[config.mk]
export PLATFORM = sky130hd
export DESIGN_NAME = seg_scan_ctrl
export DESIGN_NICKNAME = d
export VERILOG_FILES = /design/src/rtl/seg_scan_ctrl.sv
export SDC_FILE = /design/constraint.sdc
export NUM_CORES = 1
export LEC_CHECK = 0
export BUFFER_PORTS_ARGS = -buffer_cell sky130_fd_sc_hd__clkbuf_2
export CORE_MARGIN = 2
export CORE_UTILIZATION = 41
export DETAILED_ROUTE_END_ITERATION = 8
export PLACE_DENSITY = 0.63
export SYNTH_ARGS = -nofsm -noshare
export SYNTH_HDL_FRONTEND = slang
export SYNTH_SLANG_ARGS = --single-unit
[constraint.sdc]
create_clock -name sck -period 6.94 [get_ports sck]
set_clock_uncertainty 0.1 [all_clocks]
set_input_delay 0 -clock sck [delete_from_list [all_inputs] [get_ports sck]]
set_output_delay 0 -clock sck [all_outputs]
set_load 0.01 [all_outputs]
[src/rtl/seg_scan_ctrl.sv]
// Bus-mapped multiplexed seven-segment display controller: register file,
// per-frame shadow copy, and a GAP/SHOW scan FSM driving digit selects and segments.
module seg_scan_ctrl #(
   parameter int DIGITS         = 8,
   parameter int SCAN_DIV       = 100000,
   parameter int GAP_CYCLES     = 2,
   parameter bit SEL_ACTIVE_LOW = 1'b0,
   parameter bit SEG_ACTIVE_LOW = 1'b0
) (
   input  logic              sck,
   input  logic              rst,
   input  logic              cs_n,
   input  logic              rw,
   input  logic [1:0]        addr,
   input  logic [31:0]       mosi,
   output logic [31:0]       miso,
   output logic [DIGITS-1:0] seg_sel,
   output logic [7:0]        seg_code
);

   localparam int CNT_MAX = (SCAN_DIV > GAP_CYCLES) ? SCAN_DIV : GAP_CYCLES;
   localparam int CNT_W   = $clog2(CNT_MAX + 1);
   localparam int IDX_W   = (DIGITS > 1) ? $clog2(DIGITS) : 1;
   localparam logic [DIGITS-1:0] SEL_OFF = {DIGITS{SEL_ACTIVE_LOW}};
   localparam logic [7:0]        SEG_OFF = {8{SEG_ACTIVE_LOW}};

   typedef enum logic [1:0] {IDLE, GAP, SHOW} state_t;

   logic [31:0]       data_q, sh_data_q;
   logic              en_q, hex_q, lzs_q, sh_hex_q, sh_lzs_q;
   logic [DIGITS-1:0] dp_q, blank_q, sh_dp_q, sh_blank_q;

   state_t            state_q, state_d;
   logic [CNT_W-1:0]  cnt_q, cnt_d;
   logic [IDX_W-1:0]  idx_q, idx_d, idx_nxt, load_idx;
   logic [DIGITS-1:0] sel_q, sel_d, sel_act;
   logic [7:0]        code_q, code_d, code_act;
   logic              load, use_live, upper_zero;

   logic [31:0]       src_data;
   logic              src_hex, src_lzs;
   logic [DIGITS-1:0] src_dp, src_blank;
   logic [3:0]        nib;

   function automatic logic [6:0] seg7(input logic [3:0] n, input logic hex);
      logic [6:0] s;
      case (n)
         4'h0: s = 7'h3f;
         4'h1: s = 7'h06;
         4'h2: s = 7'h5b;
         4'h3: s = 7'h4f;
         4'h4: s = 7'h66;
         4'h5: s = 7'h6d;
         4'h6: s = 7'h7d;
         4'h7: s = 7'h07;
         4'h8: s = 7'h7f;
         4'h9: s = 7'h6f;
         4'ha: s = 7'h77;
         4'hb: s = 7'h7c;
         4'hc: s = 7'h39;
         4'hd: s = 7'h5e;
         4'he: s = 7'h79;
         default: s = 7'h71;
      endcase
      if (!hex && n > 4'd9) s = 7'h40;
      return s;
   endfunction

   always_ff @(posedge sck or negedge rst) begin
      if (!rst) begin
         data_q  <= '0;
         en_q    <= 1'b1;
         hex_q   <= 1'b1;
         lzs_q   <= 1'b0;
         dp_q    <= '0;
         blank_q <= '0;
      end else if (!cs_n && rw) begin
         case (addr)
            2'd0: data_q <= mosi;
            2'd1: {lzs_q, hex_q, en_q} <= mosi[2:0];
            2'd2: dp_q <= mosi[DIGITS-1:0];
            default: blank_q <= mosi[DIGITS-1:0];
         endcase
      end
   end

   always_comb begin
      miso = '0;
      if (!cs_n && !rw) begin
         case (addr)
            2'd0: miso = data_q;
            2'd1: miso = {29'd0, lzs_q, hex_q, en_q};
            2'd2: miso = 32'(dp_q);
            default: miso = 32'(blank_q);
         endcase
      end
   end

   // Digit 0 is decoded from the live registers on the very edge they are copied
   // into the shadow, so the whole frame comes from one consistent snapshot.
   always_comb begin
      use_live  = (load_idx == '0);
      src_data  = use_live ? data_q  : sh_data_q;
      src_hex   = use_live ? hex_q   : sh_hex_q;
      src_lzs   = use_live ? lzs_q   : sh_lzs_q;
      src_dp    = use_live ? dp_q    : sh_dp_q;
      src_blank = use_live ? blank_q : sh_blank_q;
      nib = 4'(src_data >> {load_idx, 2'b00});
      upper_zero = 1'b1;
      for (int j = 0; j < DIGITS; j++) begin
         if (j >= int'(load_idx) && src_data[4*j +: 4] != 4'h0) upper_zero = 1'b0;
      end
      code_act = {src_dp[load_idx], seg7(nib, src_hex)};
      if (src_blank[load_idx] || (src_lzs && load_idx != '0 && upper_zero)) code_act = 8'h00;
      sel_act = DIGITS'(1) << load_idx;
   end

   assign idx_nxt = (idx_q == IDX_W'(DIGITS - 1)) ? '0 : idx_q + 1'b1;

   always_comb begin
      state_d  = state_q;
      cnt_d    = cnt_q;
      idx_d    = idx_q;
      sel_d    = sel_q;
      code_d   = code_q;
      load     = 1'b0;
      load_idx = idx_q;
      if (!en_q) begin
         state_d = IDLE;
         cnt_d   = '0;
         idx_d   = '0;
         sel_d   = SEL_OFF;
         code_d  = SEG_OFF;
      end else begin
         case (state_q)
            IDLE: begin
               idx_d = '0;
               if (GAP_CYCLES == 0) begin
                  load     = 1'b1;
                  load_idx = '0;
               end else begin
                  state_d = GAP;
                  cnt_d   = CNT_W'(1);
               end
            end
            GAP: begin
               if (cnt_q >= CNT_W'(GAP_CYCLES)) load = 1'b1;
               else cnt_d = cnt_q + 1'b1;
            end
            default: begin
               if (cnt_q >= CNT_W'(SCAN_DIV)) begin
                  sel_d  = SEL_OFF;
                  code_d = SEG_OFF;
                  idx_d  = idx_nxt;
                  if (GAP_CYCLES == 0) begin
                     load     = 1'b1;
                     load_idx = idx_nxt;
                  end else begin
                     state_d = GAP;
                     cnt_d   = CNT_W'(1);
                  end
               end else begin
                  cnt_d = cnt_q + 1'b1;
               end
            end
         endcase
         if (load) begin
            state_d = SHOW;
            cnt_d   = CNT_W'(1);
            idx_d   = load_idx;
            sel_d   = SEL_ACTIVE_LOW ? ~sel_act : sel_act;
            code_d  = SEG_ACTIVE_LOW ? ~code_act : code_act;
         end
      end
   end

   always_ff @(posedge sck or negedge rst) begin
      if (!rst) begin
         state_q <= GAP;
         cnt_q   <= '0;
         idx_q   <= '0;
         sel_q   <= SEL_OFF;
         code_q  <= SEG_OFF;
      end else begin
         state_q <= state_d;
         cnt_q   <= cnt_d;
         idx_q   <= idx_d;
         sel_q   <= sel_d;
         code_q  <= code_d;
      end
   end

   always_ff @(posedge sck or negedge rst) begin
      if (!rst) begin
         sh_data_q  <= '0;
         sh_hex_q   <= 1'b1;
         sh_lzs_q   <= 1'b0;
         sh_dp_q    <= '0;
         sh_blank_q <= '0;
      end else if (load && use_live) begin
         sh_data_q  <= data_q;
         sh_hex_q   <= hex_q;
         sh_lzs_q   <= lzs_q;
         sh_dp_q    <= dp_q;
         sh_blank_q <= blank_q;
      end
   end

   assign seg_sel  = sel_q;
   assign seg_code = code_q;

endmodule

==> summary.md <==
| Metric | Value |
|---|---|
| Gpl congestion | `roughly 0.81` |
| Slowest cell on crit path | `ha_1` |
| Multi-input logic area | `3448 sq um` |
| Worst Path Max Fanout | `23` |
| Core area | `about 17,000 sq um` |
| Initial Util | `around two fifths` |
| Synth Net Count | `between 600 and 700` |
| Initial antenna violation count | `0` |
| Worst R2R Setup Slack | `around 2200 ps` |
| R2R Path End | `seg_code[5]` |
| Rel. slew slack | `22.04%` |
| DRC | `0` |
| Final instance area | `8622 sq um` |
| CTS tree | `done` |
| Unrepaired setup endpoints after global routing | `no` |
| Share of cells above drive strength 1 | `36.52%` |
| Ant diodes | `0` |
| Yosys reg bits | `about 140` |
| GRT Overall Usage | `19.02%` |
| Post-CTS setup buffers | `0` |
| Final TNS setup | `0 ps` |
| Area contributors post-synth | `dfrtp_1 47%, mux2_2 17%, mux4_2 4.7%` |
| Post-DRT Antenna Nets | `0` |
| Area leader, netlist | `dfrtp_1` |
| H-tree depth | `4` |
| Die X | `about 140 um` |
| Vias in the first global route | `a little over 5,000` |
| Syn Area/Cell | `between 10 and 15 sq um` |
| Die height | `about 140 um` |
| Drt pass-1 iters | `5` |
| VDD IR max | `0.1664 mV` |
| Die area | `18,480 sq um` |
| # fillers | `between 1,500 and 2,000` |
| Final hold viol count | `0` |
| Cell Chain, Critical Path | `inv_1 > ha_1 > nand2b_2 > mux4_2 > o21a_1 > a21oi_1 > inv_1 > ha_1 > mux2_2 > a22oi_1 > a22o_1` |
| Final Cycle Share | `a little under 70%` |
| Crit start category | `flop` |
| Yosys top cell area share | `47.34%` |
| Most common cell in the netlist | `dfrtp_1` |
| Worst reg-to-reg path cell count | `11` |
| Routed WL | `roughly 17,000 um` |
| Placed Area | `a little under 8000 sq um` |
| Post-CTS Hold Buffers | `34` |
| I/O Pins | `86` |
| Leakage | `just under 4 nW` |
| Via count | `5,121` |
| Synth top cells by count | `135 x dfrtp_1, 106 x mux2_2, 45 x nor2_1, 25 x and2_1, 23 x nand2_1` |
| Hold Path Class | `input pin to asynchronous set/reset pin` |
| Number of synthesized flops with an enable pin | `0` |
| Ys async rst share | `100.0%` |
| Later-pin clock latency in the skew report | `around 420 ps` |
| Sequential-to-total area share from yosys stat | `between 40% and 50%` |
| Slowest stage delay, CP | `a little over 900 ps` |
| Worst setup EP type | `flop` |
| Worst reg2reg path startpoint | `idx_q[0]` |
| Max cap viols | `0` |
| Routed len/inst | `roughly 18 um` |
| Number of buffers added on ports | `between 80 and 90` |
| Total number of yosys warnings | `0` |
| Final setup fails | `0` |
| Measured slew at the worst slew-check pin | `about 1200 ps` |
| CTS sink count | `139` |
| Crit path time final | `about 4700 ps` |
| Status | `complete, no violations` |
| Vias per cell | `5.530` |
| PostCTS Resize Cnt | `0` |
| CTS Buffer Depth | `2` |
| Area Overhead vs Synth | `20.83%` |
| Rows | `48` |
| Storage cell area | `around 3500 sq um` |
| Netlist cell types | `62` |
| CTS root buffer | `clkbuf_16` |
| Largest net degree at the start of global routing | `78` |
| Cts bufs inserted | `17` |
| Primary FF master, synth | `dfrtp_1` |
| Synthesized netlist cell count | `around 580` |
| Setup CP Type | `flop to flop` |
| CTS clk-pin slew, worst paths | `approximately 60 ps` |
| Power Dens Cells | `just under 300 nW/um^2` |
| Post-DP HPWL | `11,750 um` |
| CP Data Arrival Time | `around 5000 ps` |
| Max Slew Vio Count | `0` |
| Nets@finish | `741` |
| CP required | `between 7000 and 8000 ps` |
| Synth Cell Area | `slightly above 7000 sq um` |
| First-pass GRT wire length | `27,140 um` |
| Overflow after GRT | `0` |
| First-iteration detailed-routing DRC count | `about 310` |
| Fmax achieved | `210.9 MHz` |
==> area by class of cell <==
type / instances / area share (%)
timing repair buffer: 123 / 9.302
sequential: 139 / 40.40
multi-input combinational: 396 / 39.99
clock inverter: 8 / 1.088
clock buffer: 23 / 5.427
tap: 225 / 3.265
inverter: 12 / 0.5224
==> placed cells by master, fill, tap and decap left out, types with 10 or more instances in the layout <==
cell / instances
and2_1: 25
a22o_1: 11
inv_1: 11
dfrtp_1: 135
clkbuf_2: 84
dlygate4sd3_1: 34
mux2i_1: 19
ha_1: 14
clkbuf_16: 17
nand2_1: 22
nor2_1: 45
mux2_2: 106
nor4_1: 12
mux4_2: 15
nand3_1: 10
==> routing by layer <==
| metal | up-vias | GRT usage [%] | part of all wire, % |
|---|---|---|---|
| li1 | 2357 | - | - |
| met3 | 23 | 4.474 | 4.9 |
| met1 | 2609 | 24.76 | 44 |
| met2 | 132 | 31.23 | 50 |
| met5 | - | 0 | 0 |
| met4 | 0 | 6.597 | 1.5 |
==> registers in the layout, summed over array words and instances, names as in the netlist <==
name,flops
cnt_q,17
sh_blank_q,8
seg_sel,8
seg_code,8
hex_q,1
en_q,1
idx_q,3
blank_q,8
sh_data_q,32
lzs_q,1
state_q,2
sh_dp_q,8
sh_hex_q,1
dp_q,8
data_q,32
sh_lzs_q,1
==> critical path, delay by kind of cell, from the launching register on <==
kind,cells,cell delay [ps]
multiplexers,2,690
AND/OR/NAND/NOR,1,450
buffers and inverters,2,700
AO/OA/AOI/OAI,4,900
adder cells (fa/ha/maj),2,1200
flip-flops,1,640
==> report_power, final <==
| group | leakage [nW] | switching (mW) | total [mW] | internal, mW |
|---|---|---|---|---|
| Combinational | 1.86 | 0.208 | 0.495 | 0.287 |
| Sequential | 1.78 | 0.183 | 1.19 | 1.00 |
| Clock | 0.281 | 0.324 | 0.867 | 0.543 |
| Total | 3.92 | 0.715 | 2.55 | 1.83 |
==> per-stage QoR <==
stage	setup slack [ps]	total power, mW	hold WS (ps)	util (%)	instances
global route	1812	2.677	77.56	50.20	926
global placement	2454	1.651	-91.69	44.94	861
floorplan	3468	1.494	-395.6	-	579
detailed placement	2240	1.678	-75.24	44.94	861
finish	2199	2.548	21.60	50.20	926
CTS	2237	2.572	24.09	50.20	926
==> how the worst max path moves through the flow <==
stage	slack [ps]	depth (start not counted)	startpoint	to
2_1_floorplan	3470	13	idx_q[0]	seg_code[5]
3_3_place_gp	2450	10	idx_q[0]	seg_code[3]
3_5_place_dp	2240	10	idx_q[0]	seg_code[3]
4_1_cts	2240	11	idx_q[0]	seg_code[5]
5_1_grt	1810	10	idx_q[0]	seg_code[3]
6_report	2200	11	idx_q[0]	seg_code[5]
==> kinds of logic (layout without fill, tap and decap cells) <==
| group | after synthesis | count (layout) | share of synthesized area, % |
|---|---|---|---|
| AOI/OAI and AO/OA | 74 | 74 | 8.452 |
| xor gates and xnor gates | 15 | 15 | 1.841 |
| muxes | 143 | 143 | 24.71 |
| adders and majority gates | 14 | 14 | 2.455 |
| buffers and inverters | 44 | 166 | 3.033 |
| and+or+nand+nor | 150 | 150 | 10.70 |
| DFF | 139 | 139 | 48.82 |
Power figures use the tool's default switching activity.
